<file path="src/rtl/fwd_hazard_unit.sv">
// EX-stage operand forwarding selects plus a load-use stall sequencer and a
// saturating stall-cycle counter for performance monitoring.
//
// state | meaning
// IDLE  | no stall in progress; a load-use detect stalls this cycle
// STALL | extra stall cycles of a multi-cycle load-use hazard
module fwd_hazard_unit #(
   parameter int ADDR_W      = 3,
   parameter int NUM_SRC     = 2,
   parameter int LOAD_LAT    = 1,
   parameter int ZERO_REG_EN = 1,
   parameter int CNT_W       = 16
) (
   input  logic                      clk_i,
   input  logic                      rst_i,
   input  logic [NUM_SRC*ADDR_W-1:0] id_src_addr_i,
   input  logic [NUM_SRC-1:0]        id_src_valid_i,
   input  logic [NUM_SRC*ADDR_W-1:0] ex_src_addr_i,
   input  logic [ADDR_W-1:0]         ex_write_addr_i,
   input  logic                      ex_regwrite_i,
   input  logic                      ex_memread_i,
   input  logic [ADDR_W-1:0]         mem_write_addr_i,
   input  logic                      mem_regwrite_i,
   input  logic                      mem_memread_i,
   input  logic [ADDR_W-1:0]         wb_write_addr_i,
   input  logic                      wb_regwrite_i,
   input  logic                      wb_memread_i,
   input  logic                      flush_i,
   output logic [NUM_SRC*2-1:0]      fwd_sel_o,
   output logic                      stall_o,
   output logic                      bubble_o,
   output logic [CNT_W-1:0]          stall_count_o
);

   typedef enum logic {IDLE, STALL} state_t;

   state_t     state, state_nxt;
   logic [1:0] remaining, remaining_nxt;
   logic       detect;

   function automatic logic excluded(input logic [ADDR_W-1:0] addr);
      return (ZERO_REG_EN != 0) && (addr == '0);
   endfunction

   // A load sitting in EX/MEM has no data yet, so it yields to MEM/WB.
   function automatic logic [1:0] fwd_pick(input logic [ADDR_W-1:0] src);
      logic mem_hit, wb_hit;
      mem_hit = mem_regwrite_i && (mem_write_addr_i == src) && !excluded(src);
      wb_hit  = wb_regwrite_i && (wb_write_addr_i == src) && !excluded(src);
      if (mem_hit && !mem_memread_i) return 2'd3;
      if (wb_hit) return wb_memread_i ? 2'd2 : 2'd1;
      return 2'd0;
   endfunction

   always_comb begin
      fwd_sel_o = '0;
      if (!rst_i) begin
         for (int k = 0; k < NUM_SRC; k++)
            fwd_sel_o[k*2 +: 2] = fwd_pick(ex_src_addr_i[k*ADDR_W +: ADDR_W]);
      end
   end

   always_comb begin
      detect = 1'b0;
      for (int k = 0; k < NUM_SRC; k++) begin
         if (id_src_valid_i[k] && (id_src_addr_i[k*ADDR_W +: ADDR_W] == ex_write_addr_i)
             && !excluded(ex_write_addr_i))
            detect = 1'b1;
      end
      detect = detect && ex_memread_i && ex_regwrite_i;
   end

   always_comb begin
      state_nxt     = state;
      remaining_nxt = remaining;
      stall_o       = 1'b0;
      if (rst_i || flush_i) begin
         state_nxt     = IDLE;
         remaining_nxt = '0;
      end else begin
         case (state)
            IDLE: begin
               if (detect) begin
                  stall_o = 1'b1;
                  if (LOAD_LAT > 1) begin
                     state_nxt     = STALL;
                     remaining_nxt = 2'(LOAD_LAT - 1);
                  end
               end
            end
            STALL: begin
               stall_o       = 1'b1;
               remaining_nxt = remaining - 2'd1;
               if (remaining == 2'd1) state_nxt = IDLE;
            end
            default: begin
               state_nxt     = IDLE;
               remaining_nxt = '0;
            end
         endcase
      end
   end

   assign bubble_o = stall_o;

   always_ff @(posedge clk_i) begin
      if (rst_i) begin
         state         <= IDLE;
         remaining     <= '0;
         stall_count_o <= '0;
      end else begin
         state     <= state_nxt;
         remaining <= remaining_nxt;
         if (stall_o && (stall_count_o != {CNT_W{1'b1}}))
            stall_count_o <= stall_count_o + CNT_W'(1);
      end
   end

endmodule

</file>
<file path="config.mk">
export PLATFORM = sky130hd
export DESIGN_NAME = fwd_hazard_unit
export DESIGN_NICKNAME = d
export VERILOG_FILES = /design/src/rtl/fwd_hazard_unit.sv
export SDC_FILE = /design/constraint.sdc
export NUM_CORES = 1
export LEC_CHECK = 0
export CAP_MARGIN = 20
export CELL_PAD_IN_SITES_DETAIL_PLACEMENT = 1
export CELL_PAD_IN_SITES_GLOBAL_PLACEMENT = 2
export CORE_MARGIN = 2
export CORE_UTILIZATION = 24
export CTS_CLUSTER_DIAMETER = 40
export DETAILED_ROUTE_END_ITERATION = 6
export PLACE_DENSITY = 0.84
export SLEW_MARGIN = 10
export SYNTH_ARGS = -nofsm -noshare
export SYNTH_HDL_FRONTEND = slang
export SYNTH_SLANG_ARGS = --single-unit
</file>
<file path="constraint.sdc">
create_clock -name clk_i -period 3.7 [get_ports clk_i]
set_input_delay 0.74 -clock clk_i [delete_from_list [all_inputs] [get_ports clk_i]]
set_output_delay 0.74 -clock clk_i [all_outputs]
set_load 0.005 [all_outputs]
</file>
==> results, run 1 <==
- The number of failing hold endpoints at the final stage is 0.
- For this configuration, the core starts out at a cell density of 0.248.
- The biggest fanout along the worst timing path is 4.
- The analysis attributes to cell leakage a power of approximately 0.65 nW.
- The power density of the placed cells is between 200 and 250 nW/um^2.
- Of the post-synthesis cell area, the dominant cell type holds 0.300.
- The initial detailed-routing violation count is 41.
- The worst hold path belongs to the class reg -> reg.
- The fraction of final layout cells sized beyond drive strength 1 is 0.0577.
- The number of slew-limit violations in the final report is 0.
- In this run the horizontal extent of the chip is approximately 77 um.
- The total number of yosys warnings is 0.
- The count of nets left with antenna violations once routing finished came out at 0.
- The clock-pin slew on the worst setup and hold paths is 0.07 ns.
- The total of cells resized after clock tree synthesis is 0.
- Setup repair after global routing left no endpoint under its margin.
- The DRC violation count after routing is 0.
- The tree is rooted in a clkbuf_8.
- The transition time of the tightest slew-check pin is 0.747 ns.
- The share of the clock period used by the worst path is 0.927.
- The count of filler cells inserted in the layout is 642.
- The hold path startpoint is stall_count_o[1].
- The count of flip-flops with a built-in enable after synthesis is 0.
- The all-layer global routing usage is 0.122.
- Clock tree synthesis inserted a total of 3 buffers.
- The number of antenna diodes in the final layout is 0.
- In the synthesized netlist the dominant register cell turns out to be dfxtp_1.
- The total number of nets in the final design is 243.
- In this run, synthesis produced a sequential element count of 19.
- The synthesized netlist contains 33 unique library cells.
- The remaining max-slew budget at the tightest pin is 0.502.
- In this run the deepest clock path goes through 2 buffers.
- The fmax is 292 MHz.
- The synthesized area per cell is 8.03 um^2.
- In this run, post-CTS hold repair placed 0 buffers.
- The die area is 5880 um^2.
- Counting every sink on the clock net gives 19.
- The sequential share of the synthesized area is 0.300.
- Routability-driven placement finished with a final weighted congestion of 0.723.
- For flop-to-flop paths, the worst setup slack is 1.42 ns.
- The first detailed-routing pass took 2 iterations.
- The endpoint required time on the critical path is slightly below 3 ns.
- The mapped netlist covers ~1300 um^2.
- The post-route clock skew is 0.00210 ns.
- In the final routed layout, each cell accounts on average for 12.0 um.
- The critical path is of the in -> out type.
- The worst register-to-register path has a depth of 7.
- The start of the worst register-to-register path is stall_count_o[0].
- The core region is 5110 um^2.
- The number of buffers inserted by port buffering is 53.
- At the worst endpoint, the arrival time is 2.69 ns.
- Counting instances, the worst hold path has a depth of 2.
- The run finished with clean final reports.
- The buffer count from post-CTS setup fixing is 0.
- The count of boundary I/O pins is 54.
- After routing, the total negative slack on setup checks comes to 0 ns.
- The final setup violation count is 0.
- The clock reaches the later pin of the worst-skew pair after roughly 0.25 ns.
- The initial antenna violation count came to 0.
- Counting instances in the post-synthesis netlist gives the leading cell types as dfxtp_1, nand3_1, nor2_1, xnor2_1.
- The startpoint type of the worst setup path is an input port.
- For hold timing, the worst endpoint is stall_count_o[1].
- The first global-routing pass estimated 5930 um of wire.
- In the final layout, flip-flops and latches occupy 380 um^2.
- Relative to the synthesized area, the layout overhead comes to 50.1%.
- The endpoint identified for the worst register-to-register timing path is stall_count_o[11].
- The routed design has 3350 um of wire.
- The routed layout has roughly 1300 vias.
- The worst setup path is captured at an output port.
- Entering global routing, the biggest net connects 24 pins.
- The cell count after synthesis came out at 158.
- The per-cell via count in the routed design is 4.63.
- The number of cell rows is 26.
- Once detailed placement completed, the half-perimeter wirelength came to 2720 um.
- Yosys attributes the largest share of cell area to dfxtp_1, xnor2_1, nand3_1.
- Across the run, the number of max-cap violations was 0.
- In the synthesized netlist the async set-or-reset flop fraction comes to 0.
- The clock period could shrink to 3.43 ns.
- The number of levels in the clock H-tree is 1.
- The largest area contributor in the netlist is dfxtp_1.
- The multi-input combinational cells in the finished layout cover a total of 831 um^2.
- The via count of the first global-routing pass is 1275.
- The worst hold slack after final layout is between 0.5 and 0.6 ns.
- VDD sags by at most 0.117 mV.
- The TritonCTS clock tree is yes.
- The sum of overflow across all layers after global routing is 0.
- The completed layout was analyzed and its total power is approximately 0.43 mW.
- The height of the die is between 70 and 80 um.
- The synthesized net count is 192.
cells in the final DEF, fill, tap and decap left out, types with 5 or more instances in the layout:
| cell type | count |
|---|---|
| nand2_1 | 5 |
| xor2_1 | 10 |
| dfxtp_1 | 19 |
| nand4_1 | 8 |
| nor2_1 | 19 |
| nand3_1 | 19 |
| clkdlybuf4s50_1 | 53 |
| and3_1 | 5 |
| xnor2_1 | 16 |
| a21oi_1 | 10 |
cell type report:
type	count	share of cell area
clock buffers	4	0.0237
inverters	4	0.00788
multi-input cells	126	0.436
flip-flops and latches	19	0.200
well taps	70	0.0460
repair buffers	55	0.286
through the flow:
stage | instances | utilization | area, um^2 | setup WS [ns]
floorplan | 158 | - | 1270 | 1.29
global placement | 274 | 0.364 | 1860 | 0.301
detailed placement | 274 | 0.364 | 1860 | 0.253
CTS | 278 | 0.373 | 1900 | 0.260
global route | 278 | 0.373 | 1900 | 0.0235
finish | 278 | 0.373 | 1900 | 0.271
critical path: stages:
cell	delay, ns
clkdlybuf4s50_1	0.56
nor3b_1	0.20
a21oi_1	0.06
o31ai_1	0.29
nand4b_1	0.14
a21oi_1	0.16
clkdlybuf4s50_1	0.52
logic make-up after synthesis:
family / after synthesis / share of synthesized area
buffers and inverters: 13 / 0.0454
AND/OR/NAND/NOR: 76 / 0.329
flip-flops: 19 / 0.300
AO/OA/AOI/OAI: 18 / 0.0927
XOR/XNOR: 26 / 0.179
adder cells (fa/ha/maj): 2 / 0.0197
multiplexers: 4 / 0.0335
worst max path at each step:
stage / start / end / cells past startpoint / slack [ns]
global placement: wb_write_addr_i[2] / fwd_sel_o[1] / 7 / 0.30
detailed placement: wb_write_addr_i[2] / fwd_sel_o[1] / 7 / 0.25
global route: wb_write_addr_i[2] / fwd_sel_o[1] / 7 / 0.02
CTS: wb_write_addr_i[2] / fwd_sel_o[1] / 7 / 0.26
floorplan: ex_write_addr_i[0] / stall_o / 5 / 1.29
finish: ex_src_addr_i[1] / fwd_sel_o[0] / 7 / 0.27
power breakdown:
| part | switching (mW) | internal, mW | total (mW) |
|---|---|---|---|
| Clock | 0.0680 | 0.0765 | 0.145 |
| Combinational | 0.0353 | 0.0490 | 0.0843 |
| Sequential | 0.000132 | 0.204 | 0.205 |
flip-flops by register name (all words and copies together) (netlist names):
| name | count |
|---|---|
| stall_count_o | 16 |
| remaining | 2 |
| state | 1 |
layer usage:
metal,track usage,part of all wire
met1,0.167,0.48
met5,0,0
met3,0.0235,0.046
met2,0.192,0.47
met4,0.0382,0.0072
No activity file was read; power rests on OpenSTA's default activity.
==> run 2: changes to the inputs <==
CORE_MARGIN = not set   (was 2)
==> run 2 against run 1 <==
  * Clock power hardly changed
  * Count of clock-buffer cells in the layout stayed put
  * Total power is 1.0% higher
  * Die area is 5.1% lower
  * Cell count stayed put
  * Core utilization stayed put
  * Global-route usage is 2.1 points higher
  * Sequential power hardly changed
  * Setup slack worse by 0.032 ns
  * Critical path type unchanged
  * Sequential share of layout area stayed put
  * Combinational power is 0.7% higher
==> results, run 2 (synthesis results as in run 1) <==
- The run finished with clean final reports.
- The count of antenna diodes in the layout was 0 (unchanged).
- The delay contributed by the slowest stage of the critical path is 0.52 ns (-0.04 ns).
- The initial antenna violation count is 0 (unchanged).
- The area added between synthesis and finish is 50.1% (unchanged).
- The number of levels in the clock H-tree is 1 (unchanged).
- The root buffer cell chosen for the clock tree is clkbuf_8.
- Setup repair after global routing left no endpoint under its margin.
- In the final layout, the registers with the most flip-flops are stall_count_o x16, remaining x2, state x1.
- The number of cell rows came to 26 (unchanged).
- The source-to-sink clock delay at the later pin of the worst-skew pair was 0.26 ns (about the same).
- The number of violations of the max-capacitance limit came to 0 (unchanged).
- The power density of the placed cells is 230 nW/um^2 (+1.0%).
- The most critical setup path has its endpoint at fwd_sel_o[2].
- The clock-pin slew on the worst setup and hold paths came to 0.07 ns (about the same).
- The number of buffers inserted by port buffering came to 53 (unchanged).
- The leakage dissipation is 0.649 nW (unchanged).
- The via count of the first global-routing pass is 1380 (+8.2%).
- The number of iterations in the first detailed-routing pass was 4 (+2).
- The height of the die came to 74.7 um (-2.6%).
- The worst setup path startpoint is ex_src_addr_i[5].
- The critical path's slowest cell is clkdlybuf4s50_1.
- The slack of the worst reg-to-reg path is 1.61 ns (+0.19 ns).
- The setup path with the least slack is of type in -> out.
- The count of boundary I/O pins is 54 (unchanged).
- The placer congestion estimate is 0.697 (-3.7%).
- The fraction of final layout cells sized beyond drive strength 1 is 0.0577 (unchanged).
- The sum of overflow across all layers after global routing came to 0 (unchanged).
- The global-route wire length before repair is 6090 um (+2.5%).
- The die area is 5580 um^2 (-5.1%).
- The total number of nets in the final design is 243 (unchanged).
- The final setup violation count is 0 (unchanged).
- The number of cells on the worst reg-to-reg path is 8 (+1).
- The fmax was 289 MHz (-0.94%).
- The initial detailed-routing violation count is 21 (-49%).
- The total clock buffers created by CTS is 3 (unchanged).
- The number of buffers inserted by hold repair at cts is 0 (unchanged).
- The end of the worst register-to-register path is stall_count_o[11].
- The area after detailed placement is 1860 um^2 (unchanged).
- The worst ir drop on vdd is 0.106 mV (-8.7%).
- The TritonCTS clock tree is yes.
- The share of the clock period used by the worst path is 0.935 (+0.00875).
- The clock sink total is 19 (unchanged).
- The maximum number of pins on one net before global-route repair is 24 (unchanged).
- The biggest fanout along the worst timing path was 6 (+2).
- The start of the worst register-to-register path is stall_count_o[0].
- The per-cell via count in the routed design is 4.79 (+3.7%).
- Leaving out fill and tap cells, the most frequent cell in the layout is clkdlybuf4s50_1.
- The remaining max-slew budget at the tightest pin is 0.677 (+0.174).
- The per-cell routed wire length is 12.6 um (+4.9%).
- The die width is 74.7 um (-2.6%).
- The count of filler cells inserted in the layout is 648 (+0.93%).
- The buffer count from post-CTS setup fixing is 0 (unchanged).
- The data arrival at the endpoint of the critical path came to 2.72 ns (+0.03 ns).
- The starting utilization of the core area is 0.248 (unchanged).
- The post-route setup TNS is 0 ns (unchanged).
- The sort of element at the end of the critical path is an output port.
- The number of slew-limit violations in the final report came to 0 (unchanged).
- The total via count in the routed design is 1333 (+3.7%).
- Traced cell by cell, the critical path runs through clkdlybuf4s50_1 -> nor3b_1 -> a21oi_1 -> o31ai_1 -> nand4b_1 -> a21oi_1 -> clkdlybuf4s50_1.
- The HPWL after detailed placement is 2870 um (+5.4%).
- The final period demand of the worst path is 3.46 ns (+0.0324 ns).
- The DRC violation count after routing is 0 (unchanged).
- In this run the worst hold path is classified as reg -> reg.
- The maximum clock insertion buffer count is 2 (unchanged).
- The post-route clock skew came to 0.00253 ns (+0.000429 ns).
- The area inside the core boundary is 5110 um^2 (unchanged).
- The number of failing hold endpoints at the final stage is 0 (unchanged).
- The startpoint type of the worst setup path is an input port.
- In the layout the commonest cells are clkdlybuf4s50_1, nand3_1, nor2_1, dfxtp_1, xnor2_1.
- The all-layer global routing usage was 0.143 (+0.0213).
- The register with the most flip-flops is stall_count_o.
- The endpoint required time on the critical path is 2.96 ns (about the same).
- The total of cells resized after clock tree synthesis is 0 (unchanged).
- The transition time of the tightest slew-check pin is 0.484 ns (-0.263 ns).
- The final routed wirelength across all metal layers is 3510 um (+4.9%).
- The final non-filler cell area came to 1900 um^2 (unchanged).
- The count of nets left with antenna violations after detail routing is 0 (unchanged).
- The worst hold slack after final layout came to 0.525 ns (+0.00123 ns).
- The flip-flop count of the largest register, all copies and words added is 16 (unchanged).
- The instance count along the most critical hold path was 2 (unchanged).
[run 2: layout make-up]
type	instances	area (um^2)	area share
multi-input cells	126	831	0.436
repair buffers	55	546	0.286
flip-flops and latches	19	380	0.200
well taps	70	87.6	0.0460
clock buffers	4	45.0	0.0237
inverters	4	15.0	0.00788
[run 2: how the worst min path moves through the flow]
stage,startpoint,to
global placement,stall_count_o[1],stall_count_o[1]
global route,stall_count_o[1],stall_count_o[1]
CTS,stall_count_o[1],stall_count_o[1]
floorplan,stall_count_o[1],stall_count_o[1]
finish,stall_count_o[1],stall_count_o[1]
detailed placement,stall_count_o[1],stall_count_o[1]
[run 2: critical path, delay by kind of cell]
kind,cells,cell delay [ns]
compound gates,3,0.55
buf+inv,2,1.04
simple gates,2,0.39
[run 2: report_power, final]
part | switching, mW | internal, mW
clock | 0.0717 | 0.0768
combinational | 0.0359 | 0.0490
sequential | 0.000136 | 0.204
[run 2: stage by stage]
stage	std cells	power [mW]	util	setup WS [ns]
finish	278	0.438	0.373	0.239
global route	278	0.466	0.373	0.115
CTS	278	0.448	0.373	0.246
detailed placement	274	0.295	0.364	0.262
global placement	274	0.294	0.364	0.276
floorplan	158	0.247	-	1.29
[run 2: layer usage]
layer / GRT usage / share of wire / vias to the layer above / wire length, um
met2: 0.272 / 0.53 / 35 / 1880
met1: 0.156 / 0.41 / 634 / 1430
li1: - / - / 659 / -
met4: 0.0314 / 0.0077 / 0 / 27
met3: 0.0402 / 0.050 / 5 / 177
met5: 0 / 0 / - / 0
==> run 3: changes to the inputs <==
SLEW_MARGIN = not set   (was 10)
==> results of run 3 <==
Same layout as run 2: the final DEF is identical, and so are final timing and power.
